[src/rtl/vga_plot_scheduler.sv]
// Arbitrates two pixel requesters and a clear-screen fill onto one Avalon-MM VGA write port.
// Latency: pixel write 1 cycle after handshake; m_waitrequest holds the write and data; readies stay low until the write ends.
module vga_plot_scheduler #(
   parameter int XMAX = 160,
   parameter int YMAX = 120
) (
   input  logic        clk,
   input  logic        reset_n,
   input  logic        req0_valid,
   input  logic [7:0]  req0_x,
   input  logic [6:0]  req0_y,
   input  logic [7:0]  req0_colour,
   output logic        req0_ready,
   input  logic        req1_valid,
   input  logic [7:0]  req1_x,
   input  logic [6:0]  req1_y,
   input  logic [7:0]  req1_colour,
   output logic        req1_ready,
   input  logic        clear_start,
   input  logic [7:0]  clear_colour,
   output logic        clear_busy,
   output logic        clear_done,
   output logic [15:0] drop_count,
   output logic [3:0]  m_address,
   output logic        m_write,
   output logic [31:0] m_writedata,
   input  logic        m_waitrequest
);

   typedef struct packed {
      logic       pad;
      logic [6:0] y;
      logic [7:0] x;
      logic [7:0] rsvd;
      logic [7:0] colour;
   } pix_t;

   typedef enum logic [1:0] {S_IDLE, S_WRITE, S_CLEAR} state_t;

   localparam logic [8:0] XLIM  = 9'(XMAX);
   localparam logic [7:0] YLIM  = 8'(YMAX);
   localparam logic [7:0] XLAST = 8'(XMAX - 1);
   localparam logic [6:0] YLAST = 7'(YMAX - 1);

   state_t      state_q, state_d;
   logic        last_grant_q;
   pix_t        wdata_q;
   pix_t        req_pix;
   logic [15:0] drop_q;
   logic        done_q;
   logic        grant0, grant1;
   logic        in_range;
   logic        clear_last;

   assign req_pix    = grant1 ? {1'b0, req1_y, req1_x, 8'h00, req1_colour}
                              : {1'b0, req0_y, req0_x, 8'h00, req0_colour};
   assign in_range   = ({1'b0, req_pix.x} < XLIM) && ({1'b0, req_pix.y} < YLIM);
   assign clear_last = (wdata_q.x == XLAST) && (wdata_q.y == YLAST);

   always_comb begin
      state_d = state_q;
      grant0  = 1'b0;
      grant1  = 1'b0;
      case (state_q)
         S_IDLE: begin
            if (clear_start) begin
               state_d = S_CLEAR;
            end else begin
               // last_grant_q == 1 means requester 1 was served last, so 0 wins a tie
               grant0 = req0_valid && (!req1_valid || last_grant_q);
               grant1 = req1_valid && !grant0;
               if ((grant0 || grant1) && in_range) state_d = S_WRITE;
            end
         end
         S_WRITE: if (!m_waitrequest) state_d = S_IDLE;
         S_CLEAR: if (!m_waitrequest && clear_last) state_d = S_IDLE;
         default: state_d = S_IDLE;
      endcase
   end

   always_ff @(posedge clk or negedge reset_n) begin
      if (!reset_n) begin
         state_q      <= S_IDLE;
         last_grant_q <= 1'b1;
         wdata_q      <= '0;
         drop_q       <= '0;
         done_q       <= 1'b0;
      end else begin
         state_q <= state_d;
         done_q  <= 1'b0;
         case (state_q)
            S_IDLE: begin
               if (clear_start) begin
                  wdata_q <= {1'b0, 7'd0, 8'd0, 8'h00, clear_colour};
               end else if (grant0 || grant1) begin
                  last_grant_q <= grant1;
                  if (in_range)
                     wdata_q <= req_pix;
                  else if (drop_q != 16'hFFFF)
                     drop_q <= drop_q + 16'd1;
               end
            end
            S_CLEAR: begin
               // wdata_q doubles as the raster cursor; it only moves on a completed write
               if (!m_waitrequest) begin
                  if (wdata_q.x == XLAST) begin
                     wdata_q.x <= 8'd0;
                     if (wdata_q.y == YLAST) done_q <= 1'b1;
                     else                    wdata_q.y <= wdata_q.y + 7'd1;
                  end else begin
                     wdata_q.x <= wdata_q.x + 8'd1;
                  end
               end
            end
            default: ;
         endcase
      end
   end

   assign req0_ready  = grant0;
   assign req1_ready  = grant1;
   assign clear_busy  = (state_q == S_CLEAR);
   assign clear_done  = done_q;
   assign drop_count  = drop_q;
   assign m_address   = 4'd0;
   assign m_write     = (state_q == S_WRITE) || (state_q == S_CLEAR);
   assign m_writedata = wdata_q;

endmodule

[config.mk]
export PLATFORM = sky130hd
export DESIGN_NAME = vga_plot_scheduler
export DESIGN_NICKNAME = d
export VERILOG_FILES = /design/src/rtl/vga_plot_scheduler.sv
export SDC_FILE = /design/constraint.sdc
export NUM_CORES = 1
export LEC_CHECK = 0
export ABC_CLOCK_PERIOD_IN_PS = 2500
export CORE_MARGIN = 2
export CORE_UTILIZATION = 50
export DETAILED_ROUTE_END_ITERATION = 6
export DONT_BUFFER_PORTS = 1
export SLEW_MARGIN = 20
export SYNTH_ARGS = -nofsm -noshare
export SYNTH_HDL_FRONTEND = slang
export SYNTH_SLANG_ARGS = --single-unit
[constraint.sdc]
create_clock -name clk -period 2.5 [get_ports clk]
set_input_delay 0.375 -clock clk [delete_from_list [all_inputs] [get_ports clk]]
set_output_delay 0.375 -clock clk [all_outputs]
set_load 0.05 [all_outputs]
# After elaboration in Yosys (flattened, before gate mapping)
# Index checks and enable logic that the tools add are counted.
[totals]
output_inout_bits = 57
input_bits = 60
wordCells = 74
register_bits = 52
[classes]
eq_ne = 13
bitwise_logic = 2
n_reduce_logical = 23
n_addsub = 3
magnitude_cmp = 2
muxes = 22
[ops]
columns = ["operator", "n"]
rows = [
  ["32-bit two-way mux", 3],
  ["31-bit two-way mux", 1],
  ["15-bit case mux with 2 select lines", 1],
  ["16-bit by 1-bit adder with 16-bit output, second input constant", 1],
  ["16-bit inequality test, second input constant", 1],
  ["15-bit two-way mux", 1],
  ["7-bit two-way mux", 2],
  ["3-bit inequality test, second input constant", 3],
  ["3-bit AND reduction", 3],
  ["8-bit by 1-bit adder with 8-bit output, second input constant", 1],
  ["8-bit equality test, second input constant", 1],
  ["8-bit < comparator, second input constant", 1],
  ["1-bit two-way mux", 8],
  ["2-bit two-way mux", 4],
  ["8-bit two-way mux", 1],
  ["7-bit by 1-bit adder with 7-bit output, second input constant", 1],
  ["7-bit equality test, second input constant", 1],
  ["7-bit < comparator, second input constant", 1],
  ["1-bit logical AND", 6],
  ["2-bit inequality test, second input constant", 3],
  ["2-bit case mux with 3 select lines", 1],
  ["6-bit AND reduction", 1],
  ["2-bit nonzero test", 3],
  ["5-bit AND reduction", 1],
  ["8 further kinds", 15],
]

# Depth between registers and ports, before layout
[logic_depth]
ltp_word = 14
mapped_depth = 10
ltp_nobuf = 8

# Worst setup path before layout
# Ideal clock, no wire load.
[synth_timing]
path_type = "reg-to-reg"
startpoint = "register state_q[0]"
endpoint = "register wdata_q (netlist bit m_writedata[28])"
arrival_ns = 2.213
path_slack_ns = 0.160
synth_period_minus_slack_ns = 2.340
t_required_ns = 2.373
path_stages_with_launch = 11
setup_time_ns = 0.127
n_path_buf = 2
cell_sequence = "dfrtp_1 inv_1 ha_1 clkbuf_1 nor2_1 a21oi_1 o21ai_0 or3b_4 buf_6 a21oi_1 o22ai_1"
[synth_between]
elab_cells_between_ends = 20
classes_between = "order compare (2); eq/ne (6); mux (7); reduce/logical (5)"
[synth_lines]
columns = ["element", "line_no", "text"]
rows = [
  ["from (decl)", "45", "state_t state_q, state_d;"],
  ["from (signal assigned)", "89", "state_q <= state_d;"],
  ["2-bit equality test (*)", "-", ""],
  ["via clear_busy", "21", "output logic clear_busy,"],
  ["2-bit inequality test (no source line), or another cell as far along", "-", ""],
  ["6-bit AND reduction (no source line)", "-", ""],
  ["to (signal assigned)", "94", "wdata_q <= {1'b0, 7'd0, 8'd0, 8'h00, clear_colour};"],
  ["to (signal assigned)", "98", "wdata_q <= req_pix;"],
  ["to (decl)", "47", "pix_t wdata_q;"],
]
# Mark *: on every way through the listed nets, which the timed path passes. The rest lies on a longest branch. The select of a mux whose other input is x is not followed.
# A chain may end at the register's enable or synchronous reset.

# Worst setup path after layout
[layout_timing]
startpoint = "register state_q[1]"
endpoint = "register wdata_q (netlist bit m_writedata[22])"
[layout_between]
elab_chain_len = 7
elab_cells_between_ends = 18
classes_between = "order compare (2); eq/ne (4); mux (7); reduce/logical (5)"
[layout_lines]
columns = ["element", "line_no", "text"]
rows = [
  ["2-bit logical NOT", "64, 91", ""],
  ["1-bit two-way mux", "64", "case (state_q)"],
  ["31-bit two-way mux", "55", "assign req_pix = grant1 ? {1'b0, req1_y, req1_x, 8'h00, req1_colour}"],
  ["8-bit < comparator, or another cell as far along", "57", "assign in_range = ({1'b0, req_pix.x} < XLIM) && ({1'b0, req_pix.y} < YLIM);"],
  ["1-bit logical AND / 32-bit two-way mux (equally long branches)", "57, 95", ""],
  ["3-bit inequality test (no source line) / 32-bit two-way mux (equally long branches)", "-", ""],
  ["4-bit AND reduction (no source line) / 15-bit case mux with 2 select lines (equally long branches)", "-", ""],
]
# Several ways; a longest one is shown, not always the timed one. The select of a mux whose other input is x is not followed.

==> results.yml <==
run_status:
  status: "completed"
drt:
  viasPerCell: 5.708
  wl_per_cell_um: 15.94
  vias: 2346
  drt-pass1-iter-count: 4
  drt_iter0_markers: 103
  antenna_left: 0
  drc_errors: 0
  finalWirelength_mm: 6.553
yosys:
  synth_flop_cell: "dfrtp_1"
  synth_top_area_share_pct: 38.41
  synth_fa_ha_area_share_pct: 2.743
  yosysSeqAreaShare_pct: 39.37
  synth_compound_area_share_pct: 15.82
  ys_warn_count: 0
  ys_ff_latch: 43
  synth_cell_type_count: 46
  synth.area.mux_share_pct: 9.648
  async_flop_share_pct: 100.0
  syn-mean-instance-area_um2: 9.001
  synth-simple-area-share_pct: 20.39
  synthCells: 304
  synth_xor_area_share_pct: 4.481
  synth_top_family_by_area: "simple AND/OR/NAND/NOR gates"
  synth_edf_count: 0
  ys_top_cells_by_area: "dfrtp_1 (38%), mux2i_1 (8.4%), nand2_1 (4.0%), nor3_1 (3.7%), buf_4 (3.6%)"
  synth_largest_area_cell: "dfrtp_1"
  syn_area_um2: 2736
global_routing:
  grt_pass1_vias: 2273
  grt.met3_usage_pct: 6.744
  grtUsageMet1_pct: 26.19
  grt_antenna_before_repair: 0
  grt_most_used_layer: "met2"
  grt_usage_pct: 22.23
  grtUsageMet2_pct: 38.62
  grt_overflow: 0
  grt_max_degree: 44
  grt_first_pass_wirelength_mm: 10.74
sta:
  slew_violations: 0
  finalSetupTns_ns: 0
  final.min_clock_period_ns: 2.389
  holdWs_ns: 0.1766
  slew_headroom_pct: 58.22
  worst_pin_slew_ns: 0.6225
  rsz0062_at_grt: "false"
  post-route-period-util_pct: 95.55
  finalSetupViolations: 0
  fin_skew_ns: 0.005979
  hold_viol: 0
  max_freq_mhz: 418.6
power_and_ir_drop:
  pwr-share-seq_pct: 32.9
  p_clk_share_pct: 14.6
  p_leak_nw: 1.554
  vdd_drop_max_uv: 636.1
  combPwrFrac_pct: 52.5
  p_per_area_nw_per_um2: 1212
  power.switching_mw: 1.985
  p_int_mw: 1.879
  switching_share_pct: 51.38
hold_path:
  holdCritStartpoint: "req1_valid"
  holdCritPathClass: "in2reg"
cts:
  cts_buffers: 5
  tritoncts: "yes"
  clock_latency_ns: 0.30
  cts-root-buf: "clkbuf_8"
  htreeDepth: 2
  cts_setup_buffers: 0
  path_clk_slew_ns: 0.08
  clock_sink_count: 43
  clk_path_buf_depth: 2
floorplan:
  die_h_um: 77.98
  initial_utilization_pct: 52.57
  dieArea_um2: 6081
  ios: 117
  die_w_um: 77.98
  core_um2: 5205
  placementRows: 26
setup_path:
  crit_fanout: 10
  required_ns: 2.73
  reg2reg_setup_slack_ns: 0.11
  rr_startpoint: "state_q[1]"
  crit_path_start: "state_q[1]"
  endpoint_kind: "flip-flop"
  critPathArrivalTime_ns: 2.62
  crit_type: "reg2reg"
  crit_path_start_kind: "flip-flop"
place:
  gp_congestion: 0.8226
  place_hpwl_mm: 4.902
  portBuffers: 0
  dp_cells: 401
job:
  maxCapViolCount: 0
finish:
  area_growth_syn_to_layout_pct: 16.55
  drive_gt1_share_pct: 18.48
  num_antenna_cells: 0
  layout.cells.non_filler: 411
  nets: 406
  fillCellCount: 499
-- worst max-delay path, stage by stage, from the launching register on --
cell      delay (ns)
dfrtp_1         0.40
inv_1           0.09
ha_1            0.23
and3b_1         0.25
a211oi_4        0.39
o21a_2          0.25
o21ai_2         0.14
or4_1           0.50
nand4_1         0.08
-- synth_stat cells, types with 2 or more instances --
cell type,number
o32a_1,5
nand4_1,8
nand2_1,29
o21ai_0,19
or2_2,3
ha_1,6
and4_1,5
a22oi_1,2
a21oi_1,16
mux2_2,3
and3_1,4
nor3_1,20
buf_4,13
xnor2_1,8
o22ai_1,6
buf_2,3
o22a_1,3
o21ai_1,8
inv_1,15
nor2_1,17
nand3_1,13
xor2_1,6
clkbuf_1,6
dfrtp_1,42
mux2i_1,23
-- per-stage QoR --
stage	setup WS (ns)	area [um^2]	power [mW]	util [%]
2_1_floorplan	0.1601	2781	2.807	-
3_3_place_gp	0.2476	3020	3.262	58.03
3_5_place_dp	0.1254	3020	3.296	58.03
4_1_cts	0.1105	3176	3.894	61.01
5_1_grt	0.002862	3189	4.118	61.27
6_report	0.1113	3189	3.864	61.27
-- layer usage --
metal  share of wire, %  wire (um)  vias up
met5                  0          0        -
met4                1.4         95        0
met3                7.2        474        9
li1                   -          -     1145
met1                 40       2640     1102
met2                 51       3341       90
-- worst paths after layout --
path,cells past startpoint,endpoint
max,8,m_writedata[22]
min,2,last_grant_q
min reg2reg,2,last_grant_q
min in group asynchronous,2,m_writedata[7]
max in group asynchronous,2,last_grant_q
max reg2reg,8,m_writedata[22]
-- flip-flops by register name, indices dropped and copies added, names as in the netlist --
| signal | count |
|---|---|
| clear_done | 1 |
| drop_count | 16 |
| last_grant_q | 1 |
| m_writedata | 23 |
| state_q | 2 |
-- layout by cell type (no fill, tap or decap), types with 6 or more instances in the layout --
cell type,netlist,routed
dfrtp_1,42,42
buf_4,13,37
nand2_1,29,29
mux2i_1,23,23
o21ai_0,19,19
nor3_1,20,19
nor2_1,17,17
a21oi_1,16,16
inv_1,15,15
nand3_1,13,13
conb_1,1,13
nand4_1,8,8
xnor2_1,8,8
o21ai_1,8,6
xor2_1,6,6
o22ai_1,6,6
ha_1,6,6
clkbuf_8,0,6
-- logic make-up after synthesis --
| kind of cell | after synthesis |
|---|---|
| compound gates | 68 |
| buf+inv | 38 |
| mux | 26 |
| other cells | 1 |
| xor+xnor | 14 |
| fa+ha+maj | 6 |
| flops | 43 |
| simple gates | 108 |
-- cell type report --
| class | instances | area, um^2 | area share [%] |
|---|---|---|---|
| Clock inverter | 2 | 35.03 | 1.098 |
| Clock buffer | 6 | 82.58 | 2.589 |
| Multi-Input combinational cell | 235 | 1515 | 47.51 |
| Timing Repair Buffer | 40 | 335.3 | 10.51 |
| Sequential cell | 43 | 1077 | 33.78 |
| Inverter | 15 | 56.30 | 1.765 |
| Tap cell | 70 | 87.58 | 2.746 |
-- power groups by stage --
stage / Sequential (mW) / Clock (mW) / Combinational [mW]
floorplan: 1.77 / 0 / 1.03
global placement: 1.28 / 0 / 1.99
detailed placement: 1.29 / 0 / 2.01
CTS: 1.27 / 0.587 / 2.03
global route: 1.30 / 0.610 / 2.20
finish: 1.27 / 0.566 / 2.03
-- repair_timing --
| item | 4_1_cts | 5_1_grt |
|---|---|---|
| gates resized for setup | 0 | 4 |
| endpoints found under the setup margin | 0 | 11 |
| hold buffers | 2 | 0 |
| endpoints found under the hold margin | 43 | 0 |
No activity file was read; power rests on OpenSTA's default activity.
